[config.mk]
export PLATFORM = sky130hd
export DESIGN_NAME = multicycle_controller
export DESIGN_NICKNAME = d
export VERILOG_FILES = /design/src/rtl/multicycle_controller.sv
export SDC_FILE = /design/constraint.sdc
export NUM_CORES = 1
export LEC_CHECK = 0
export BUFFER_PORTS_ARGS = -buffer_cell sky130_fd_sc_hd__buf_2
export CAP_MARGIN = 20
export CORE_UTILIZATION = 48
export DETAILED_ROUTE_END_ITERATION = 10
export GPL_ROUTABILITY_DRIVEN = 0
export PLACE_DENSITY_LB_ADDON = 0.12
export SYNTH_ARGS = -nofsm -noshare
export SYNTH_HDL_FRONTEND = slang
export SYNTH_SLANG_ARGS = --single-unit
[constraint.sdc]
create_clock -name clk -period 1.9 [get_ports clk]
set_input_delay 0.38 -clock clk [delete_from_list [all_inputs] [get_ports clk]]
set_output_delay 0.38 -clock clk [all_outputs]
set_load 0.03 [all_outputs]
[src/rtl/multicycle_controller.sv]
// Multi-cycle RV32I control FSM: sequences FETCH/DECODE/EXEC/MEM/WB over a
// ready-handshaked memory port and traps on illegal encodings or memory timeouts.
module multicycle_controller #(
    parameter int unsigned ALUOP_W     = 4,
    parameter int unsigned MEM_TIMEOUT = 16
) (
    input  logic               clk,
    input  logic               rst,
    input  logic [6:0]         opcode,
    input  logic [2:0]         funct3,
    input  logic [6:0]         funct7,
    input  logic               br_taken,
    input  logic               mem_ready,
    output logic               mem_req,
    output logic               mem_we,
    output logic               ir_en,
    output logic               pc_en,
    output logic               pc_sel,
    output logic               sel_a,
    output logic               sel_b,
    output logic [ALUOP_W-1:0] aluop,
    output logic [1:0]         wb_sel,
    output logic               rf_en,
    output logic               instr_done,
    output logic               illegal,
    output logic               timeout_err
);

    typedef enum logic [2:0] {
        S_FETCH, S_DECODE, S_EXEC, S_MEM, S_WB, S_TRAP
    } state_e;

    typedef enum logic [3:0] {
        C_R, C_IALU, C_LOAD, C_STORE, C_BRANCH, C_JAL, C_JALR, C_LUI, C_AUIPC, C_BAD
    } class_e;

    localparam logic [6:0] OP_R      = 7'b0110011;
    localparam logic [6:0] OP_IALU   = 7'b0010011;
    localparam logic [6:0] OP_LOAD   = 7'b0000011;
    localparam logic [6:0] OP_STORE  = 7'b0100011;
    localparam logic [6:0] OP_BRANCH = 7'b1100011;
    localparam logic [6:0] OP_JAL    = 7'b1101111;
    localparam logic [6:0] OP_JALR   = 7'b1100111;
    localparam logic [6:0] OP_LUI    = 7'b0110111;
    localparam logic [6:0] OP_AUIPC  = 7'b0010111;

    localparam logic [ALUOP_W-1:0] ALU_ADD    = ALUOP_W'(0);
    localparam logic [ALUOP_W-1:0] ALU_SUB    = ALUOP_W'(1);
    localparam logic [ALUOP_W-1:0] ALU_SLL    = ALUOP_W'(2);
    localparam logic [ALUOP_W-1:0] ALU_SLT    = ALUOP_W'(3);
    localparam logic [ALUOP_W-1:0] ALU_SLTU   = ALUOP_W'(4);
    localparam logic [ALUOP_W-1:0] ALU_XOR    = ALUOP_W'(5);
    localparam logic [ALUOP_W-1:0] ALU_SRL    = ALUOP_W'(6);
    localparam logic [ALUOP_W-1:0] ALU_SRA    = ALUOP_W'(7);
    localparam logic [ALUOP_W-1:0] ALU_OR     = ALUOP_W'(8);
    localparam logic [ALUOP_W-1:0] ALU_AND    = ALUOP_W'(9);
    localparam logic [ALUOP_W-1:0] ALU_PASS_B = ALUOP_W'(10);

    localparam logic [7:0] TMO_LIMIT = 8'(MEM_TIMEOUT - 1);

    state_e       state_q, state_d;
    logic         illegal_q, illegal_d;
    logic         tmo_q, tmo_d;
    logic [7:0]   cnt_q, cnt_d;

    class_e             cls;
    logic [ALUOP_W-1:0] funct_op;
    logic               alu_sel_a;
    logic               alu_sel_b;
    logic [ALUOP_W-1:0] alu_op;

    logic               mem_req_c, mem_we_c, ir_en_c, pc_en_c, pc_sel_c;
    logic               sel_a_c, sel_b_c, rf_en_c, done_c;
    logic [ALUOP_W-1:0] aluop_c;
    logic [1:0]         wb_sel_c;

    // Instruction class from the IR; C_BAD covers unknown opcodes and illegal funct fields.
    always_comb begin
        cls = C_BAD;
        case (opcode)
            OP_R: begin
                if (funct7 == 7'h00 ||
                    (funct7 == 7'h20 && (funct3 == 3'b000 || funct3 == 3'b101)))
                    cls = C_R;
            end
            OP_IALU: begin
                cls = C_IALU;
                if (funct3 == 3'b001 && funct7 != 7'h00)
                    cls = C_BAD;
                if (funct3 == 3'b101 && funct7 != 7'h00 && funct7 != 7'h20)
                    cls = C_BAD;
            end
            OP_LOAD: begin
                if (funct3 != 3'd3 && funct3 != 3'd6 && funct3 != 3'd7)
                    cls = C_LOAD;
            end
            OP_STORE: begin
                if (funct3 <= 3'd2)
                    cls = C_STORE;
            end
            OP_BRANCH: begin
                if (funct3 != 3'd2 && funct3 != 3'd3)
                    cls = C_BRANCH;
            end
            OP_JAL:   cls = C_JAL;
            OP_JALR:  cls = C_JALR;
            OP_LUI:   cls = C_LUI;
            OP_AUIPC: cls = C_AUIPC;
            default:  cls = C_BAD;
        endcase
    end

    // funct7[5] selects SUB only for register-register ops; ADDI ignores it.
    always_comb begin
        case (funct3)
            3'b000:  funct_op = (cls == C_R && funct7[5]) ? ALU_SUB : ALU_ADD;
            3'b001:  funct_op = ALU_SLL;
            3'b010:  funct_op = ALU_SLT;
            3'b011:  funct_op = ALU_SLTU;
            3'b100:  funct_op = ALU_XOR;
            3'b101:  funct_op = funct7[5] ? ALU_SRA : ALU_SRL;
            3'b110:  funct_op = ALU_OR;
            default: funct_op = ALU_AND;
        endcase
    end

    always_comb begin
        alu_sel_a = 1'b0;
        alu_sel_b = 1'b0;
        alu_op    = ALU_ADD;
        case (cls)
            C_R: alu_op = funct_op;
            C_IALU: begin
                alu_sel_b = 1'b1;
                alu_op    = funct_op;
            end
            C_LUI: begin
                alu_sel_b = 1'b1;
                alu_op    = ALU_PASS_B;
            end
            C_AUIPC, C_JAL, C_BRANCH: begin
                alu_sel_a = 1'b1;
                alu_sel_b = 1'b1;
            end
            C_LOAD, C_STORE, C_JALR: alu_sel_b = 1'b1;
            default: ;
        endcase
    end

    always_ff @(posedge clk or posedge rst) begin
        if (rst) begin
            state_q   <= S_FETCH;
            illegal_q <= 1'b0;
            tmo_q     <= 1'b0;
            cnt_q     <= '0;
        end else begin
            state_q   <= state_d;
            illegal_q <= illegal_d;
            tmo_q     <= tmo_d;
            cnt_q     <= cnt_d;
        end
    end

    always_comb begin
        state_d   = state_q;
        illegal_d = illegal_q;
        tmo_d     = tmo_q;
        cnt_d     = '0;
        case (state_q)
            S_FETCH:  if (mem_ready) state_d = S_DECODE;
            S_DECODE: begin
                if (cls == C_BAD) begin
                    state_d   = S_TRAP;
                    illegal_d = 1'b1;
                end else begin
                    state_d = S_EXEC;
                end
            end
            S_EXEC: begin
                if (cls == C_BRANCH)
                    state_d = S_FETCH;
                else if (cls == C_LOAD || cls == C_STORE)
                    state_d = S_MEM;
                else
                    state_d = S_WB;
            end
            S_MEM: if (mem_ready) state_d = (cls == C_STORE) ? S_FETCH : S_WB;
            S_WB:     state_d = S_FETCH;
            default:  state_d = S_TRAP;
        endcase
        // Only a wait cycle can time out, so a ready on the limit cycle still completes.
        if ((state_q == S_FETCH || state_q == S_MEM) && !mem_ready) begin
            if (cnt_q == TMO_LIMIT) begin
                state_d = S_TRAP;
                tmo_d   = 1'b1;
            end else begin
                cnt_d = cnt_q + 8'd1;
            end
        end
    end

    always_comb begin
        mem_req_c = 1'b0;
        mem_we_c  = 1'b0;
        ir_en_c   = 1'b0;
        pc_en_c   = 1'b0;
        pc_sel_c  = 1'b0;
        sel_a_c   = 1'b0;
        sel_b_c   = 1'b0;
        aluop_c   = '0;
        wb_sel_c  = 2'd0;
        rf_en_c   = 1'b0;
        done_c    = 1'b0;
        case (state_q)
            S_FETCH: begin
                mem_req_c = 1'b1;
                ir_en_c   = mem_ready;
            end
            S_EXEC: begin
                sel_a_c = alu_sel_a;
                sel_b_c = alu_sel_b;
                aluop_c = alu_op;
                if (cls == C_BRANCH) begin
                    pc_en_c  = 1'b1;
                    pc_sel_c = br_taken;
                    done_c   = 1'b1;
                end
            end
            S_MEM: begin
                sel_a_c   = alu_sel_a;
                sel_b_c   = alu_sel_b;
                aluop_c   = alu_op;
                mem_req_c = 1'b1;
                mem_we_c  = (cls == C_STORE);
                if (mem_ready && cls == C_STORE) begin
                    pc_en_c = 1'b1;
                    done_c  = 1'b1;
                end
            end
            S_WB: begin
                sel_a_c  = alu_sel_a;
                sel_b_c  = alu_sel_b;
                aluop_c  = alu_op;
                rf_en_c  = 1'b1;
                pc_en_c  = 1'b1;
                done_c   = 1'b1;
                pc_sel_c = (cls == C_JAL || cls == C_JALR);
                if (cls == C_LOAD)
                    wb_sel_c = 2'd1;
                else if (cls == C_JAL || cls == C_JALR)
                    wb_sel_c = 2'd2;
            end
            default: ;
        endcase
    end

    // Reset state is FETCH, so outputs are forced low while rst is held.
    assign mem_req     = mem_req_c & ~rst;
    assign mem_we      = mem_we_c & ~rst;
    assign ir_en       = ir_en_c & ~rst;
    assign pc_en       = pc_en_c & ~rst;
    assign pc_sel      = pc_sel_c & ~rst;
    assign sel_a       = sel_a_c & ~rst;
    assign sel_b       = sel_b_c & ~rst;
    assign aluop       = rst ? '0 : aluop_c;
    assign wb_sel      = rst ? 2'd0 : wb_sel_c;
    assign rf_en       = rf_en_c & ~rst;
    assign instr_done  = done_c & ~rst;
    assign illegal     = illegal_q & ~rst;
    assign timeout_err = tmo_q & ~rst;

endmodule

==> impl_results.md, run 1 <==
- Status: complete, but fails checks
- Failing checks: design-rule violations, negative setup slack
- Number of I/O pins: 38
- Largest net degree at the start of global routing: 14
- Hold Fails Final Rpt: 0
- Die Width: 57.0 µm
- Clock Sinks: 13
- Fill cell count: 110
- Synth Cell Area: 0.00145 mm²
- Worst Setup SP: opcode[3]
- Cts bufs inserted: 3
- Synth Register Bits: 13
- RSZ-0062 raised after global routing: yes
- Synth area leader: dfrtp_1
- Overflow after GRT: 0
- Detail Route Antenna Nets: 0
- WHS: about 310 ps
- Area Overhead vs Synth: 76.4%
- CTS max path bufs: 2
- DRC marker count from the first detailed-route iteration: 139
- Diode count: 0
- Power, Total: 1.35 mW
- Die ar.: 0.00325 mm²
- CP Capture Type: output port
- Vias in the first global route: 1839
- DR vias: 1977
- Place WS: -439 ps
- CP required: 1520 ps
- Layout Cells excl Fill: 306
- DRC: 4
- CTS H-Tree Depth: 1
- Register area: 327 µm²
- Least-Margin Pin Slew: roughly 500 ps
- Core Region: 0.00281 mm²
- Std-Cell Rows: 19
- Rel. slew slack: roughly two thirds
- Most common cell after layout, fill and taps aside: buf_4
- CTS tree: done
- Gr usage total: between 30% and 40%
- Max-Cap Viols: 0
- Critical path class: in2out
- Synth warn: 0
- Fmax: 0.437 GHz
- Mean Syn Cell Area: 7.99 µm²
- Reg2Reg Setup Slack: 180 ps
- Share of layout cells above drive strength 1: 59.6%
- Leakage: 1.10 nW
- TritonRoute pass-1 iters: 7
- Sequential fraction of the synthesis area: between 20% and 30%
- Clk_skew: 6.23 ps
- Fin util: 91.4%
- Yosys top cell area share: 22.4%
- Starting Density: 51.8%
- Via/cell ratio: 6.46
- Worst EP arrival: 1910 ps
- Final period util: 120%
- NumNets Final: a little under 300
- Tmin final: between 2000 and 2500 ps
- Worst setup SP type: input port
- Worst-case reg-to-reg path depth: 6
- Ys async rst share: 100%
- Routed len/inst: roughly 20 µm
- Peak supply drop: 322 µV
- Post-Syn Nets: slightly above 200
- Gate Count Post-Synth: between 150 and 200
- Synth area leaders: dfrtp_1 (22%), nor2_1 (5.4%), nand2_1 (4.1%)
- Insertion delay to the later sink of the worst-skew pair: between 200 and 300 ps
- Root Driver: clkbuf_4
- Reg2reg end: state_q[2]
- Worst Setup EP: aluop[0]
- Worst setup margin: -388 ps
- Most frequent cells in the layout: buf_4 (61), buf_6 (22), nor2_1 (16)
- Initial antenna violation count: 0
- Unique masters post-synth: 58
- Ys flop type: dfrtp_1
- RR Startpoint: cnt_q[0]
- Post-Place Cells: 291
- Type of the most critical hold path: in2async
- EDFF count, synth: 0
- Power Dens Cells: ~530 mW/mm²
- First-pass GRT wire length: 8470 µm
- Clock transition at path regs: 90 ps
- Die Height: between 50 and 60 µm
- Fin. max-slew vios: 0
- Post-DP HPWL: 3490 µm
- Final setup viols: 10
- Detailed-route wire length: between 6000 and 7000 µm
- Port Buffers: 37
- CP Max Fanout: 3
- Multi-input gate area: 0.00132 mm²
cell usage after synthesis, types with 2 or more instances:
master and instances:
a211oi_1 4, a21oi_1 6, and3_1 4, and4_1 3
buf_2 2, buf_4 4, buf_6 2, clkbuf_1 2
dfrtp_1 13, inv_1 6, mux2_2 2, nand2_1 16
nand2b_1 6, nand3_1 9, nand3b_1 2, nand4_1 2
nor2_1 21, nor2b_1 6, nor3_1 8, nor3_2 2
nor4_1 6, o21ai_0 10, o31ai_1 3, or2_2 2
xnor2_1 4, xor2_1 5
report_power, final:
group | switching, mW | internal [mW]
sequential | 0.0329 | 0.309
clock | 0.107 | 0.0783
combinational | 0.465 | 0.356
total | 0.605 | 0.743
cell type report:
class	count	share of cell area (%)
tap	31	1.51
inverter	6	0.878
timing repair buffer	101	32.4
sequential	13	12.7
clock inverter	1	0.195
clock buffer	3	0.878
multi-input combinational	151	51.4
per-layer routing:
metal / track usage (%) / part of all wire (%)
met5: 0 / 0
met4: 16.0 / 7.5
met3: 2.95 / 6.6
met2: 63.9 / 51
met1: 37.5 / 35
sequential cells by signal (all words and copies together) (netlist names):
name       cells
state_q        3
cnt_q          8
tmo_q          1
illegal_q      1
per-stage QoR:
step	setup TNS [ps]	area [µm²]
2_1_floorplan	-1700	1570
3_3_place_gp	-3180	2070
3_5_place_dp	-3760	2070
4_1_cts	-2260	2420
5_1_grt	-3080	2560
6_report	-2730	2560
what timing repair did:
action,CTS,global route
gates resized for setup,67,27
buffers inserted,9,4
hold buffers,0,0
setup endpoints to repair,13,12
pin swaps,20,12
how the worst min path moves through the flow:
stage | start | endpoint | cells past startpoint | slack [ps]
final | rst | tmo_q | 4 | 310
after global routing | rst | tmo_q | 4 | 350
after CTS | rst | tmo_q | 4 | 300
after detailed placement | cnt_q[0] | cnt_q[0] | 1 | 460
after global placement | cnt_q[0] | cnt_q[0] | 1 | 440
after floorplan | rst | cnt_q[0] | 1 | 260
critical path: stages:
cell	delay, ps
buf_8	100
nand4bb_4	250
buf_6	150
nor3_4	180
nor3_2	110
a211oi_1	340
buf_4	190
nor4_4	40
buf_6	150
cells by family (layout without fill, tap and decap cells):
family,Yosys count,in the layout,share of synthesized area [%]
simple gates,101,101,42.2
compound gates,38,38,20.0
buf+inv,18,111,7.66
flops,13,13,22.4
xor+xnor,9,9,5.42
mux,2,2,1.55
fa+ha+maj,1,1,0.860
(Power assumes the default switching activity.)
==> inputs of run 2 (changes only) <==
Settings changed: ABC_AREA set to 1.
==> run 2 against run 1 <==
The run still ends with design-rule violations, negative setup slack left; combinational power down 72%; register-to-register slack worse by 700 ps; setup slack worse by 140 ps; critical path type unchanged.
==> impl_results.md, run 2 <==
- CP Capture Type: output port
- DRC marker count from the first detailed-route iteration: between 200 and 250
- Post-synth top cells: nand2_1 (55), inv_1 (44), nor2_1 (38)
- Unique masters post-synth: 35
- Post-DP HPWL: 2970 µm
- Synth area leader: dfrtp_1
- Worst EP arrival: 2050 ps
- Std-Cell Rows: 19
- Area Overhead vs Synth: 79.9%
- Die Height: 57.0 µm
- Power Dens Cells: approximately 260 mW/mm²
- Clk_skew: a little over 9 ps
- Synth warn: 0
- Top Registers: cnt_q: 8 flops, state_q: 3 flops
- First-pass GRT wire length: 7340 µm
- Least-Margin Pin Slew: ~370 ps
- Sequential fraction of the synthesis area: between 20% and 30%
- Insertion delay to the later sink of the worst-skew pair: 290 ps
- Fin. max-slew vios: 0
- Status: complete, but fails checks
- Detail Route Antenna Nets: 0
- Diode count: 0
- Ys async rst share: 100%
- EDFF count, synth: 0
- Dominant cell by count in the synthesized netlist: nand2_1
- NumNets Final: 358
- TritonRoute pass-1 iters: 9
- Number of I/O pins: 38
- Clock Sinks: 13
- Fill cell count: 93
- Gr usage total: 28.3%
- Clock transition at path regs: 100 ps
- Worst setup margin: -529 ps
- Register area: 325 µm²
- Port Buffers: 37
- CTS tree: done
- Max-Cap Viols: 0
- Fmax: 0.412 GHz
- Synth area leaders: dfrtp_1 (22%), nand2_1 (14%), inv_1 (11%)
- WHS: 383 ps
- Multi-input gate area: ~0.0012 mm²
- Mean Syn Cell Area: 6.03 µm²
- Share of layout cells above drive strength 1: 60.6%
- Worst setup SP type: input port
- RSZ-0062 raised after global routing: yes
- Leakage: 1.36 nW
- Failing checks: design-rule violations, negative setup slack
- Hold Fails Final Rpt: 0
- Place WS: -324 ps
- Largest net degree at the start of global routing: 14
- Biggest register: cnt_q
- Final setup viols: 26
- CP required: 1520 ps
- Most common cell after layout, fill and taps aside: buf_4
- CP Max Fanout: 4
- Initial antenna violation count: 0
- Peak supply drop: 298 µV
- Vias in the first global route: 1721
- Core Region: 0.00281 mm²
- Cts bufs inserted: 3
- Routed len/inst: 19.7 µm
- Rel. slew slack: between 70% and 80%
- Tmin final: 2430 ps
- Ys flop type: dfrtp_1
- CTS max path bufs: 2
- Final period util: 128%
- Starting Density: 51.8%
- Detailed-route wire length: slightly above 7000 µm
- Synth Cell Area: 0.00145 mm²
- Most frequent cells in the layout: buf_4 (54), nand2_1 (33), inv_1 (25)
- Overflow after GRT: 0
- Post-Syn Nets: 263
- Die ar.: around 0.0033 mm²
- Root Driver: clkbuf_4
- DR vias: 2246
- Gate Count Post-Synth: 241
- CTS H-Tree Depth: 1
- Type of the most critical hold path: in2async
- Yosys top cell area share: 22.4%
- Max reg flops: 8
- DRC: 6
- Critical path class: in2out
- Synth Register Bits: 13
- Via/cell ratio: 6.14
- Worst-case reg-to-reg path depth: 17
- Die Width: 57.0 µm
run 2: cell types whose count changed in the layout (fill, tap and decap cells not counted), sizes merged, moves of 4 or more:
cell    change
nor2b       -7
xnor2       -4
nor4        -5
nand2b      -6
inv        +46
nand4       +4
nand2      +45
o21ai       -6
buf         -9
a211oi      -5
nand3      +13
nor2       +24
run 2: final timing paths:
kind | slack [ps] | startpoint | end
max | -530 | opcode[0] | aluop[0]
max in group asynchronous | 1330 | rst | cnt_q[4]
min in group clk | 440 | mem_ready | cnt_q[2]
max reg2reg | -520 | state_q[1] | state_q[1]
min reg2reg | 510 | tmo_q | tmo_q
min | 380 | rst | illegal_q
run 2: final cells by class:
cell class                 count  area share [%]
timing repair buffer          93            29.3
multi-input combinational    173            47.7
sequential                    13            12.4
tap                           31            1.48
clock buffer                   4            1.00
inverter                      52            8.13
run 2: cell families (layout without fill, tap and decap cells):
logic type	Yosys count	in the layout	share of synthesized area [%]
adders and majority gates	1	1	0.860
DFF	13	13	22.4
and+or+nand+nor	153	153	53.4
xor gates and xnor gates	2	2	1.21
buffers and inverters	55	149	15.0
AOI/OAI and AO/OA	17	17	7.14
run 2: power by group:
group          internal [mW]  leakage, nW  switching (mW)
logic                 0.0882         1.18           0.139
clock network         0.0816       0.0150           0.105
registers              0.276        0.161               0
run 2: timing repair:
action                                  4_1_cts  5_1_grt
setup buffers                                16        5
endpoints found under the setup margin       15       25
gates resized for setup                      62       79
pin swaps                                    25       33
hold buffers                                  0        0
gates cloned                                  0        0
hold endpoints to repair                      0        0
run 2: metrics by stage:
step	util, %	instance area (µm²)	TNS [ps]	instances	power (mW)
6_report	93.3	2620	-7570	366	0.691
4_1_cts	82.2	2300	-2790	361	0.614
2_1_floorplan	-	1510	-384	241	0.366
3_3_place_gp	70.5	1980	-2190	342	0.428
5_1_grt	93.3	2620	-9540	366	0.709
3_5_place_dp	70.5	1980	-2300	342	0.430
run 2: metal layers:
layer  GRT usage (%)  vias up  part of all wire [%]
met5               0        -                     0
li1                -      941                     -
met1            36.8     1052                    38
met4            7.67        0                   6.0
met3            7.48       53                   9.7
met2            46.6      200                    47
run 2: critical path: stages:
cell	delay (ps)
buf_6	80
nand2_4	80
inv_1	100
nand2_2	90
buf_12	140
nor2_1	190
nand3_1	160
o21ai_0	290
nor2_2	70
nand4_1	200
nor2_2	50
nand2_1	70
inv_2	40
buf_6	120
